$ cat config.mk
export PLATFORM = sky130hd
export DESIGN_NAME = fifo_sync_param
export DESIGN_NICKNAME = d
export VERILOG_FILES = /design/src/rtl/fifo_sync_param.sv
export SDC_FILE = /design/constraint.sdc
export NUM_CORES = 1
export LEC_CHECK = 0
export CAP_MARGIN = 20
export CORE_ASPECT_RATIO = 1.5
export CORE_MARGIN = 10
export CORE_UTILIZATION = 40
export CTS_CLUSTER_SIZE = 25
export DETAILED_ROUTE_END_ITERATION = 16
export SLEW_MARGIN = 10
export SYNTH_ARGS = -nofsm -noshare
export SYNTH_HDL_FRONTEND = slang
export SYNTH_SLANG_ARGS = --single-unit
$ cat constraint.sdc
create_clock -name clk -period 2.5 [get_ports clk]
set_clock_uncertainty 0.15 [all_clocks]
set_input_delay 0.5 -clock clk [delete_from_list [all_inputs] [get_ports clk]]
set_output_delay 0.5 -clock clk [all_outputs]
set_load 0.01 [all_outputs]
$ cat src/rtl/fifo_sync_param.sv
// Single-clock synchronous FIFO with integrated RAM, registered read data and occupancy flags.
// Define FIFO_ERROR_EN to enable the sticky overflow/underflow error output.
module fifo_sync_param #(
    parameter int unsigned DATA_WIDTH      = 8,
    parameter int unsigned ADDR_WIDTH      = 3,
    parameter int unsigned ALMOST_FULL_TH  = (1 << ADDR_WIDTH) - 2,
    parameter int unsigned ALMOST_EMPTY_TH = 1
) (
    input  logic                  clk,
    input  logic                  reset,
    input  logic [DATA_WIDTH-1:0] FIFO_data_in,
    input  logic                  push,
    input  logic                  pop,
    output logic [DATA_WIDTH-1:0] FIFO_data_out,
    output logic                  data_valid,
    output logic                  full,
    output logic                  empty,
    output logic                  almost_full,
    output logic                  almost_empty,
    output logic [ADDR_WIDTH:0]   fifo_count,
    output logic                  error
);

    localparam int unsigned DEPTH = 1 << ADDR_WIDTH;

    localparam logic [ADDR_WIDTH:0]   CNT_ONE  = (ADDR_WIDTH + 1)'(1);
    localparam logic [ADDR_WIDTH:0]   CNT_LAST = (ADDR_WIDTH + 1)'(DEPTH - 1);
    localparam logic [ADDR_WIDTH:0]   AF_TH    = (ADDR_WIDTH + 1)'(ALMOST_FULL_TH);
    localparam logic [ADDR_WIDTH:0]   AE_TH    = (ADDR_WIDTH + 1)'(ALMOST_EMPTY_TH);
    localparam logic [ADDR_WIDTH-1:0] PTR_ONE  = ADDR_WIDTH'(1);

    typedef enum logic [1:0] {
        ST_EMPTY,
        ST_PARTIAL,
        ST_FULL
    } state_t;

    state_t                  state;
    state_t                  state_next;
    logic [DATA_WIDTH-1:0]   mem [DEPTH];
    logic [ADDR_WIDTH-1:0]   wr_ptr;
    logic [ADDR_WIDTH-1:0]   rd_ptr;
    logic [ADDR_WIDTH:0]     count;
    logic                    push_ok;
    logic                    pop_ok;

    // A push into a full FIFO is accepted when a pop frees the slot in the same edge.
    assign push_ok = push & (~full | pop);
    assign pop_ok  = pop & ~empty;

    assign full         = (state == ST_FULL);
    assign empty        = (state == ST_EMPTY);
    assign almost_full  = (count >= AF_TH);
    assign almost_empty = (count <= AE_TH);
    assign fifo_count   = count;

    always_comb begin
        state_next = state;
        case (state)
            ST_EMPTY: begin
                if (push_ok && !pop_ok)
                    state_next = (DEPTH == 1) ? ST_FULL : ST_PARTIAL;
            end
            ST_PARTIAL: begin
                if (pop_ok && !push_ok && count == CNT_ONE)
                    state_next = ST_EMPTY;
                else if (push_ok && !pop_ok && count == CNT_LAST)
                    state_next = ST_FULL;
            end
            ST_FULL: begin
                if (pop_ok && !push_ok)
                    state_next = (DEPTH == 1) ? ST_EMPTY : ST_PARTIAL;
            end
            default: state_next = ST_EMPTY;
        endcase
    end

    always_ff @(posedge clk) begin
        if (reset) begin
            state  <= ST_EMPTY;
            wr_ptr <= '0;
            rd_ptr <= '0;
            count  <= '0;
        end else begin
            state <= state_next;
            if (push_ok)
                wr_ptr <= wr_ptr + PTR_ONE;
            if (pop_ok)
                rd_ptr <= rd_ptr + PTR_ONE;
            case ({push_ok, pop_ok})
                2'b10:   count <= count + CNT_ONE;
                2'b01:   count <= count - CNT_ONE;
                default: count <= count;
            endcase
        end
    end

    // RAM contents are never reset; a push in the reset cycle is simply not stored.
    always_ff @(posedge clk) begin
        if (!reset && push_ok)
            mem[wr_ptr] <= FIFO_data_in;
    end

    always_ff @(posedge clk) begin
        if (reset) begin
            FIFO_data_out <= '0;
            data_valid    <= 1'b0;
        end else begin
            data_valid <= pop_ok;
            if (pop_ok)
                FIFO_data_out <= mem[rd_ptr];
        end
    end

`ifdef FIFO_ERROR_EN
    logic error_q;

    always_ff @(posedge clk) begin
        if (reset)
            error_q <= 1'b0;
        else if ((push && !push_ok) || (pop && !pop_ok))
            error_q <= 1'b1;
    end

    assign error = error_q;
`else
    assign error = 1'b0;
`endif

endmodule

== Word level (Yosys, flattened, before mapping) ==
Memories as Yosys holds them, arrays and structs flattened. A register that Yosys moved wholly into a read port is not among the register bits.
Index checks and enable logic that the tools add are counted.
W data, S select, Z words.
Storage, ports and cells
  bits in registers: 13
  memory bits (writable): 64
  bits of input ports: 12
  output and inout bits: 18
  word-level logic and storage cells: 45
  memories kept: 1
Operators by class
  $add $sub $neg: 4
  $lt $le $gt $ge: 2
  equality and inequality tests: 9
  mux-type cells: 8
  bitwise gates (word level): 5
  reductions and logical operators: 11
Memory list
  mem: words 8, bits a word 8, rd ports 1, clocked after memory_dff 1, wr ports 1, line 40  | logic [DATA_WIDTH-1:0] mem [DEPTH];
Operators with widths (number)
  $mux W2: 4
  $pmux W4 S2: 1
  $add A3 B1 Y3 const B: 2
  $pmux W2 S3: 1
  $logic_and A1 B1 Y1: 5
  $add A4 B1 Y4 const B: 1
  $eq A2 B1 Y1 const B: 2
  $eq A2 B2 Y1 const B: 2
  $eq A4 B1 Y1 const B: 1
  $eq A4 B3 Y1 const B: 1
  $ge A4 B3 Y1 const B: 1
  $le A4 B1 Y1 const B: 1
  $ne A2 B1 Y1 const B: 2
  $sub A4 B1 Y4 const B: 1
  $logic_not A1 Y1: 3
  $ne A3 B3 Y1 const B: 1
  $reduce_and A3 Y1: 1
  $and A1 B1 Y1: 2
  $logic_not A2 Y1: 1
  $mux W1: 2
  $not A1 Y1: 2
  $reduce_bool A2 Y1: 1
  $or A1 B1 Y1: 1

== Longest topological paths before layout ==
  depth in word-level cells: 9
  gate-level depth with buffers: 8

== Worst setup path after synthesis ==
No wires, ideal clock.
  path kind: input-to-reg
  from: input port reset
  to: memory mem[0][0] (enable)
  arrival time: 1724 ps
  path slack: 228 ps
  cell stages on the path: 3
  buffers on the path: 1
  path through: clkbuf_1 -> nor2_1 -> nor4b_1
On the way
  cells in the longest elaborated chain, start to end: 4
RTL lines
  from (decl): line 10  | input logic reset,
  $logic_not A1 Y1: line 100  | if (!reset && push_ok)
  $logic_and A1 B1 Y1: line 100
  $mux W1: line 100
  $mux W1 (not written as such): line 101  | mem[wr_ptr] <= FIFO_data_in;
  to (decl): line 40
No other way between the ends.

== Worst setup path after layout ==
  from: register count[0], in the netlist fifo_count[0]
  to: output port almost_full
On the way
  cells in the longest elaborated chain, start to end: 1
RTL lines
  from (decl): line 43  | logic [ADDR_WIDTH:0] count;
  from (signal assigned): line 91  | 2'b10: count <= count + CNT_ONE;
  from (signal assigned): line 92  | 2'b01: count <= count - CNT_ONE;
  from (signal assigned): line 93  | default: count <= count;
  $ge A4 B3 Y1: line 53  | assign almost_full = (count >= AF_TH);
  to (decl): line 18  | output logic almost_full,
No other way between the ends.

==> results.py <==
metrics = {
    "outcome": {
        "status": "finished clean",
    },
    "worst_setup_path": {
        "cp-start-kind": "flip-flop",
        "required_ns": 1.85,
        "end_kind": "output port",
        "worst_r2r_path_depth": 7,
        "crit_type": "reg2out",
        "worstPathArrival_ns": 1.69,
        "reg2reg_slack_ns": 0.53,
        "timing.rr.end": "fifo_count[3]$_SDFFE_PP0P_",
        "r2r-start": "state[1]$_SDFFE_PP0P_",
        "path_max_fanout": 7,
    },
    "global_routing": {
        "grt_use_total": 0.1136,
        "antenna_found_initial": 0,
        "grt_pass1_vias": 2005,
        "grt_start_max_net_pins": 21,
        "grt_first_pass_wirelength_um": 10660,
        "globalRouteOverflowTotal": 0,
    },
    "timing": {
        "max_freq_ghz": 0.4272,
        "finalHoldViolCount": 0,
        "relSlewSlack": 0.4572,
        "tightest_slew_ns": 0.8112,
        "rsz0062_at_grt": "no",
        "finalCritPeriodShare": 0.9363,
        "drv_slew": 0,
        "fin_crit_ns": 2.341,
        "timing.hold.ws_ns": 0.3134,
        "setup_tns_ns": 0,
        "fin_ws_ns": 0.1593,
        "setup_viol": 0,
    },
    "power": {
        "switchingPower_uw": 648.9,
        "power.leakage_nw": 1.430,
        "p_comb_frac": 0.086,
        "powerDensity_mw_per_mm2": 732.1,
        "power.internal_mw": 2.460,
        "p_sw_frac": 0.2087,
        "seq_power_share": 0.513,
        "ir_worst_vdd_uv": 424.2,
        "p_clk_frac": 0.401,
        "p_total_mw": 3.109,
    },
    "placement": {
        "place_ws_ns": 0.07551,
        "post-place-cells": 377,
        "hpwl_um": 4522,
        "postPlaceCellArea_mm2": 0.003960,
        "numPortBuffers": 28,
        "finalWeightedCongestion": 0.7248,
    },
    "layout": {
        "diodes": 0,
        "design_area_mm2": 0.004247,
        "nets": 301,
        "final_cell_count_no_fill": 393,
        "final_util": 0.5048,
        "drive_above_1_share": 0.1364,
        "syn2layout_area_growth_pct": 23.33,
    },
    "clock_network": {
        "tritoncts": "built",
        "clk_latency_ns": 0.33,
        "cts_sinks": 85,
        "numCtsBuffers": 9,
        "path_clk_slew_ns": 0.06,
        "ctsHtreeMaxLevel": 3,
        "ctsLongestPathBuffers": 2,
        "cts.root.buffer_cell": "clkbuf_16",
        "ctsHoldBuffers": 0,
    },
    "routing": {
        "num_vias": 1997,
        "drt-initial-drc-count": 89,
        "drc": 0,
        "wl_per_cell_um": 17.37,
        "avgViaCountPerCell": 5.081,
        "drt_wl_total_um": 6827,
        "first_pass_iters": 4,
        "ant_nets": 0,
    },
    "min_path": {
        "hp-class": "reg2reg",
        "hold_start": "FIFO_data_out[4]$_SDFFE_PP0P_",
        "holdPathStages": 1,
        "hold_end": "FIFO_data_out[4]$_SDFFE_PP0P_",
    },
    "die": {
        "start_util": 0.4093,
        "fp.dieW_um": 95.76,
        "dieArea_mm2": 0.01280,
        "io_pins": 30,
        "placementRows": 41,
        "core-area_mm2": 0.008413,
        "dieHeight_um": 133.6,
    },
    "run": {
        "maxCapViolations": 0,
    },
    "synth": {
        "synth_cell_types": 35,
        "ys_seq_area_frac": 0.6802,
        "syn-cell-area_mm2": 0.003443,
        "yosys_warnings": 0,
        "avgSynthCellArea_um2": 14.65,
        "ys_seq_elements": 85,
        "synth_cells": 235,
        "synth_nets": 255,
    },
}
## cell usage in the layout, fill, tap and decap left out, types with 3 or more instances in the layout
| cell | n |
|---|---|
| clkbuf_16 | 9 |
| dfxtp_2 | 3 |
| xnor2_1 | 3 |
| ha_1 | 8 |
| a22oi_1 | 16 |
| clkdlybuf4s50_1 | 28 |
| xor2_1 | 4 |
| nand2_1 | 8 |
| dfxtp_1 | 18 |
| mux2i_1 | 34 |
| nor2_1 | 21 |
| a32o_1 | 8 |
| buf_4 | 17 |
| nor3_1 | 3 |
| a21oi_1 | 5 |
| inv_1 | 6 |
| edfxtp_1 | 64 |
## flip-flops by register name, summed over array words and instances (netlist names)
| register | cells |
|---|---|
| wr_ptr | 3 |
| state | 2 |
| data_valid | 1 |
| mem | 64 |
| rd_ptr | 3 |
| FIFO_data_out | 8 |
| fifo_count | 4 |
## what timing repair did
item	in CTS	in global routing
buffers inserted	0	0
endpoints found under the setup margin	0	2
resized for setup	0	2
## critical path: stages, from the launching register on
cell             delay [ns]
dfxtp_2                0.40
inv_1                  0.08
ha_1                   0.19
o21ai_0                0.14
nand2b_1               0.07
clkdlybuf4s50_1        0.48
## cells in the mapped netlist
cell	instances	area share
xor2_1	4	0.010
or4b_1	1	0.0029
a311oi_1	1	0.0025
a21oi_2	1	0.0025
a32o_1	8	0.023
o21a_1	1	0.0022
o21ai_2	2	0.0051
or3_1	1	0.0018
nand3b_1	1	0.0022
nor4_1	1	0.0018
and4b_1	1	0.0029
nand2_1	8	0.0087
a211oi_1	1	0.0022
buf_2	2	0.0029
mux2i_1	34	0.099
buf_4	4	0.0087
and2_1	1	0.0018
nor2b_1	2	0.0036
dfxtp_1	21	0.12
a22oi_1	16	0.035
xnor2_1	3	0.0076
a21oi_1	5	0.0073
inv_1	6	0.0065
conb_1	1	0.0011
nor2_1	21	0.023
nand2b_1	2	0.0036
edfxtp_1	64	0.56
o21ai_0	2	0.0029
nor3_1	3	0.0044
nor4b_1	1	0.0025
ha_1	8	0.029
nand4b_1	2	0.0051
buf_1	2	0.0022
o211ai_1	1	0.0022
clkbuf_1	3	0.0033
## worst max path at each step
stage | endpoint | slack, ns | from
3_5_place_dp | fifo_count[3]$_SDFFE_PP0P_ | 0.08 | pop
3_3_place_gp | fifo_count[3]$_SDFFE_PP0P_ | 0.11 | pop
4_1_cts | almost_full | 0.03 | fifo_count[0]$_SDFFE_PP0P_
2_1_floorplan | mem[0][0]$_DFFE_PP_ | 0.23 | reset
6_report | almost_full | 0.16 | fifo_count[0]$_SDFFE_PP0P_
5_1_grt | almost_full | 0.05 | fifo_count[0]$_SDFFE_PP0P_
## power by group through the flow
stage / clock [mW] / sequential, mW / combinational (mW)
6_report: 1.25 / 1.60 / 0.267
5_1_grt: 1.33 / 1.60 / 0.296
4_1_cts: 1.28 / 1.59 / 0.273
3_5_place_dp: 0 / 1.62 / 0.272
3_3_place_gp: 0 / 1.62 / 0.269
2_1_floorplan: 0 / 1.61 / 0.154
## area by class of cell
class                      count  area [um^2]
inverter                       6        22.52
timing repair buffer          46        427.9
fill                         742         4167
multi-input combinational    133         1032
clock inverter                 5        51.30
sequential                    85         2346
tap                          107        133.9
clock buffer                  11        232.7
## layer usage
| layer | part of all wire | up-vias | GRT usage |
|---|---|---|---|
| met5 | 0 | - | 0 |
| met4 | 0.024 | 0 | 0.05921 |
| met3 | 0.049 | 11 | 0.03431 |
| met2 | 0.54 | 39 | 0.1994 |
| met1 | 0.39 | 966 | 0.1158 |
| li1 | - | 981 | - |
## cell families (layout without fill, tap and decap cells)
group,count (synthesis),in the layout,synth area share
DFF,85,85,0.6802
and+or+nand+nor,45,45,0.06432
AOI/OAI and AO/OA,38,38,0.08503
muxes,34,34,0.09884
buffers and inverters,17,68,0.02362
adders and majority gates,8,8,0.02907
xor gates and xnor gates,7,7,0.01781
other,1,1,0.001089
Power figures use the tool's default switching activity.
